--- src/rtl/sram_controller.sv ---
// sram_controller: synchronous initiator for the 256K x 8 asynchronous SRAM.
// It turns a single-cycle valid/ready request into a SETUP / strobe / HOLD
// sequence. Address and write data stay stable on both sides of every bWE
// low pulse, so level-sensitive writes are safe.
// Optional feature: define SRAM_CTRL_VERIFY_EN to add a read-back VERIFY
// phase after each write, plus a WriteError output pulse.
module sram_controller #(
  parameter int AddressSize = 18,
  parameter int WordSize    = 8,
  parameter int WaitCycles  = 2
) (
  input  logic                   Clock,
  input  logic                   Reset,
  input  logic                   ReqValid,
  output logic                   ReqReady,
  input  logic                   ReqWrite,
  input  logic [AddressSize-1:0] ReqAddress,
  input  logic [WordSize-1:0]    ReqData,
  output logic                   RespValid,
  output logic [WordSize-1:0]    RespData,
  output logic                   Busy,
  output logic [AddressSize-1:0] Address,
  output logic [WordSize-1:0]    InData,
  input  logic [WordSize-1:0]    OutData,
  output logic                   bCE,
`ifdef SRAM_CTRL_VERIFY_EN
  output logic                   bWE,
  output logic                   WriteError
`else
  output logic                   bWE
`endif
);

  // WaitCycles is limited to 1..15, so a 4-bit down-counter is always enough.
  localparam logic [3:0] WAIT_LOAD = 4'(WaitCycles - 1);

  typedef enum logic [2:0] {
    S_IDLE   = 3'd0,
    S_SETUP  = 3'd1,
    S_WRITE  = 3'd2,
    S_HOLD   = 3'd3,
`ifdef SRAM_CTRL_VERIFY_EN
    S_READ   = 3'd4,
    S_VERIFY = 3'd5
`else
    S_READ   = 3'd4
`endif
  } state_t;

  state_t                 state_q;
  logic [3:0]             cnt_q;
  logic                   write_q;
  logic                   bce_q;
  logic                   bwe_q;
  logic                   ready_q;
  logic                   busy_q;
  logic                   rvalid_q;
  logic [AddressSize-1:0] addr_q;
  logic [WordSize-1:0]    indata_q;
  logic [WordSize-1:0]    rdata_q;
`ifdef SRAM_CTRL_VERIFY_EN
  logic                   werr_q;
`endif

  // Single-process FSM. Every SRAM-facing and response output is a register,
  // so it changes together with the state it belongs to.
  always_ff @(posedge Clock) begin
    if (Reset) begin
      state_q  <= S_IDLE;
      cnt_q    <= '0;
      write_q  <= 1'b0;
      bce_q    <= 1'b1;
      bwe_q    <= 1'b1;
      ready_q  <= 1'b1;
      busy_q   <= 1'b0;
      rvalid_q <= 1'b0;
      addr_q   <= '0;
      indata_q <= '0;
      rdata_q  <= '0;
`ifdef SRAM_CTRL_VERIFY_EN
      werr_q   <= 1'b0;
`endif
    end else begin
      // The response strobes are one-cycle pulses by default.
      rvalid_q <= 1'b0;
`ifdef SRAM_CTRL_VERIFY_EN
      werr_q   <= 1'b0;
`endif
      case (state_q)
        S_IDLE: begin
          if (ReqValid && ready_q) begin
            // The request is captured only here. In every other state the
            // Address and InData registers hold their values.
            addr_q  <= ReqAddress;
            write_q <= ReqWrite;
            if (ReqWrite) begin
              indata_q <= ReqData;
            end
            bce_q   <= 1'b0;
            bwe_q   <= 1'b1;
            ready_q <= 1'b0;
            busy_q  <= 1'b1;
            state_q <= S_SETUP;
          end
        end

        S_SETUP: begin
          // Chip is enabled with the address settled one cycle before any
          // write strobe or read sampling window begins.
          cnt_q <= WAIT_LOAD;
          if (write_q) begin
            bwe_q   <= 1'b0;
            state_q <= S_WRITE;
          end else begin
            state_q <= S_READ;
          end
        end

        S_WRITE: begin
          if (cnt_q == 4'd0) begin
            bwe_q   <= 1'b1;
            state_q <= S_HOLD;
          end else begin
            cnt_q <= cnt_q - 4'd1;
          end
        end

        S_HOLD: begin
          // bWE is already high here and Address/InData are unchanged, so
          // the data is held past the rising edge of the strobe.
`ifdef SRAM_CTRL_VERIFY_EN
          cnt_q   <= WAIT_LOAD;
          state_q <= S_VERIFY;
`else
          bce_q    <= 1'b1;
          rvalid_q <= 1'b1;
          ready_q  <= 1'b1;
          busy_q   <= 1'b0;
          state_q  <= S_IDLE;
`endif
        end

        S_READ: begin
          if (cnt_q == 4'd0) begin
            rdata_q  <= OutData;
            bce_q    <= 1'b1;
            rvalid_q <= 1'b1;
            ready_q  <= 1'b1;
            busy_q   <= 1'b0;
            state_q  <= S_IDLE;
          end else begin
            cnt_q <= cnt_q - 4'd1;
          end
        end

`ifdef SRAM_CTRL_VERIFY_EN
        S_VERIFY: begin
          // Read back the location just written and compare it with the
          // data that is still held in InData. RespData is left untouched.
          if (cnt_q == 4'd0) begin
            werr_q   <= (OutData != indata_q);
            bce_q    <= 1'b1;
            rvalid_q <= 1'b1;
            ready_q  <= 1'b1;
            busy_q   <= 1'b0;
            state_q  <= S_IDLE;
          end else begin
            cnt_q <= cnt_q - 4'd1;
          end
        end
`endif

        default: begin
          bce_q   <= 1'b1;
          bwe_q   <= 1'b1;
          ready_q <= 1'b1;
          busy_q  <= 1'b0;
          state_q <= S_IDLE;
        end
      endcase
    end
  end

  assign ReqReady   = ready_q;
  assign RespValid  = rvalid_q;
  assign RespData   = rdata_q;
  assign Busy       = busy_q;
  assign Address    = addr_q;
  assign InData     = indata_q;
  assign bCE        = bce_q;
  assign bWE        = bwe_q;
`ifdef SRAM_CTRL_VERIFY_EN
  assign WriteError = werr_q;
`endif

endmodule
--- config.mk ---
export PLATFORM = sky130hd
export DESIGN_NAME = sram_controller
export DESIGN_NICKNAME = d
export VERILOG_FILES = /design/src/rtl/sram_controller.sv
export SDC_FILE = /design/constraint.sdc
export NUM_CORES = 1
export LEC_CHECK = 0
export BUFFER_PORTS_ARGS = -buffer_cell sky130_fd_sc_hd__buf_2
export CORE_MARGIN = 2
export CORE_UTILIZATION = 40
export CTS_CLUSTER_DIAMETER = 40
export DETAILED_ROUTE_END_ITERATION = 10
export PLACE_DENSITY_LB_ADDON = 0.12
export SYNTH_ARGS = -nofsm -noshare
export SYNTH_HDL_FRONTEND = slang
export SYNTH_SLANG_ARGS = --single-unit
export TNS_END_PERCENT = 30
--- constraint.sdc ---
create_clock -name Clock -period 2.5 [get_ports Clock]
set_clock_uncertainty 0.2 [all_clocks]
set_input_delay 0.375 -clock Clock [delete_from_list [all_inputs] [get_ports Clock]]
set_output_delay 0.375 -clock Clock [all_outputs]
set_load 0.02 [all_outputs]
==> results.md <==
- Die area: 5110 µm²
- Initial antenna violation count: 0
- Layout cells sized above 1: 32.12%
- Mean post-synth cell area: 9.019 µm²
- Starting Density: 41.55%
- Asr flop ratio synth: 0%
- Slew at the pin with the worst max-slew slack: 923.1 ps
- Final Max Tran Viols: 0
- CP startpoint kind: flip-flop
- Via count: 1610
- Crit path time final: 2179 ps
- CTS buffer count: 5
- WL final: 3787 µm
- Post-Syn Instances: 202
- Net Count, Synth: 242
- Initial DRC count: 31
- Die Wd: 71.49 µm
- Die H: 71.49 µm
- Post-CTS resize count: 0
- Clk root buf: clkbuf_8
- Max Fclk: 458.9 MHz
- Final setup fails: 0
- CTS clock-pin slew for the worst setup and hold paths: 80 ps
- CTS Buffer Depth: 2
- Largest net degree at the start of global routing: 48
- Synthesized area: ~1800 µm²
- Yosys warns: 0
- Seq cells post-synth: 46
- Max-cap violations: 0
- Gr usage total: 15.78%
- Clock latency on the worst-skew pair: 290 ps
- Endpoints failing hold: 0
- Vias in the first global route: between 1.5k and 2k
- Predominant post-synthesis flop cell: dfxtp_1
- Status: finished clean
- DR pass1 iterations: 4
- Top delay family on crit path: simple AND/OR/NAND/NOR gates
- Max stage delay cell, worst path: or3_1
- Hold Crit Class: in -> reg
- Worst stage delay on the critical path: 570 ps
- Area Growth Syn to Fin: 26.51%
- RSZ-0062 raised after global routing: false
- First-pass GRT wire length: 6541 µm
- CP Cell Sequence: inv_1 -> ha_1 -> or3b_1 -> or3_1 -> mux2i_1 -> nor2_1
- Core area: roughly 4400 µm²
- Fillers: 429
- Ant. Diodes: 0
- GPL Wtd Cong: 0.6901
- Nets@finish: 313
- Setup Fix Bufs, Post-CTS: 0
- Maximum vdd drop: 0.3242 mV
- Netlist cell types: 34
- Crit Path Max Fanout: 9
- Number of flops mapped to enable cells by yosys: 0
- Input/output buffers: 76
- Post-Place Worst Slack: between 300 and 400 ps
- Detailed-route DRC error count: 0
- Routed Antenna Nets: 0
- Setup crit end kind: flip-flop
- Static Leak: 1.103 nW
- Routed wire per std cell: 11.62 µm
- Via density: approximately 5
- Num rows: 24
- Final worst-path cycle share: between 80 and 90%
- Worst Path Required: ~2500 ps
- I/O pin cnt: 77
- Relative slew margins: 38.00%
- Setup TNS: 0 ps
- PwrDens: 776.0 nW/µm²
- Sink Count: 46
- Setup WS post-layout: 320.7 ps
- CTS tree: done
- GRT Residual Overflow: 0
- Sequential area share after synthesis: 50.55%
- Critical path buffers and inverters: 1
- Post-DP HPWL: 2639 µm
- Critical path type: reg -> reg
- Critical Path AT: approximately 2100 ps
- Hold buffer count at cts: 0
- CTS H-tree depth: 2
-- sequential cells by signal (all words and copies together), names as in the netlist --
name / flops
Address: 18
Busy: 1
InData: 8
ReqReady: 1
RespData: 8
RespValid: 1
bWE: 1
cnt_q: 4
state_q: 3
write_q: 1
-- metrics by stage --
stage	total power, mW	hold slack, ps	area [µm²]	util [%]	cells
2_1_floorplan	1.214	273.1	1822	-	202
3_3_place_gp	1.357	239.8	2213	50.49	318
3_5_place_dp	1.359	245.2	2213	50.49	318
4_1_cts	1.820	103.0	2305	52.57	326
5_1_grt	1.918	107.9	2305	52.57	326
6_report	1.788	109.2	2305	52.57	326
-- cell usage in the layout (no fill, tap or decap), types with 3 or more instances in the layout --
cell	Yosys	routed
clkbuf_8	0	6
nand2_1	37	37
nor3_1	5	5
dfxtp_1	46	46
nor4_1	3	3
buf_2	4	76
inv_1	3	3
buf_4	2	3
a21oi_1	23	23
nand2b_1	4	4
mux2i_1	18	18
nor2_1	22	22
-- cells in the mapped netlist, types with 2 or more instances --
cell type  number  share of area [%]
a21o_1          2               0.82
a21oi_1        23                6.3
buf_2           4                1.1
buf_4           2               0.82
clkbuf_1        8                1.6
dfxtp_1        46                 51
ha_1            2                1.4
inv_1           3               0.62
mux2i_1        18                9.9
nand2_1        37                7.6
nand2b_1        4                1.4
nor2_1         22                4.5
nor3_1          5                1.4
nor4_1          3                1.0
o311ai_0        2               0.96
or3_1           2               0.69
or4_1           2               0.82
-- where the power goes --
group,switching [mW],internal [mW],total (mW)
clock,0.229,0.223,0.452
sequential,0.0564,0.807,0.864
combinational,0.281,0.191,0.472
total,0.567,1.22,1.79
-- worst min-delay path: stages --
cell	delay (ps)
buf_2	70
mux2i_1	50
nor2_1	70
-- final timing paths --
path	depth (start not counted)	start	to	slack, ps
max	6	cnt_q[0]	RespData[7]	320
min	3	OutData[0]	RespData[0]	110
max reg2reg	6	cnt_q[0]	RespData[7]	320
min reg2reg	2	Address[8]	Address[8]	250
-- area by class of cell --
cell class / instances / area (µm²) / share of cell area (%)
sequential: 46 / 920.9 / 39.96
inverter: 3 / 11.26 / 0.4886
clock buffer: 7 / 86.33 / 3.746
clock inverter: 1 / 5.005 / 0.2172
tap: 52 / 65.06 / 2.823
timing repair buffer: 79 / 402.9 / 17.48
multi-input combinational: 138 / 813.3 / 35.29
-- layer usage --
layer  track usage [%]  up-vias  part of all wire, %
li1                  -      827                    -
met1             18.86      722                   43
met2             27.37       56                   47
met3             5.345        5                  8.2
met4             3.774        0                  1.1
met5                 0        -                    0
-- cell families (layout without fill, tap and decap cells) --
logic type,after synthesis,after routing,share of synthesized area (%)
AND/OR/NAND/NOR,83,83,21.57
flip-flops,46,46,50.55
AO/OA/AOI/OAI,34,34,11.33
multiplexers,18,18,9.890
buffers and inverters,18,90,4.807
adder cells (fa/ha/maj),2,2,1.373
XOR/XNOR,1,1,0.4809
Power figures use the tool's default switching activity.
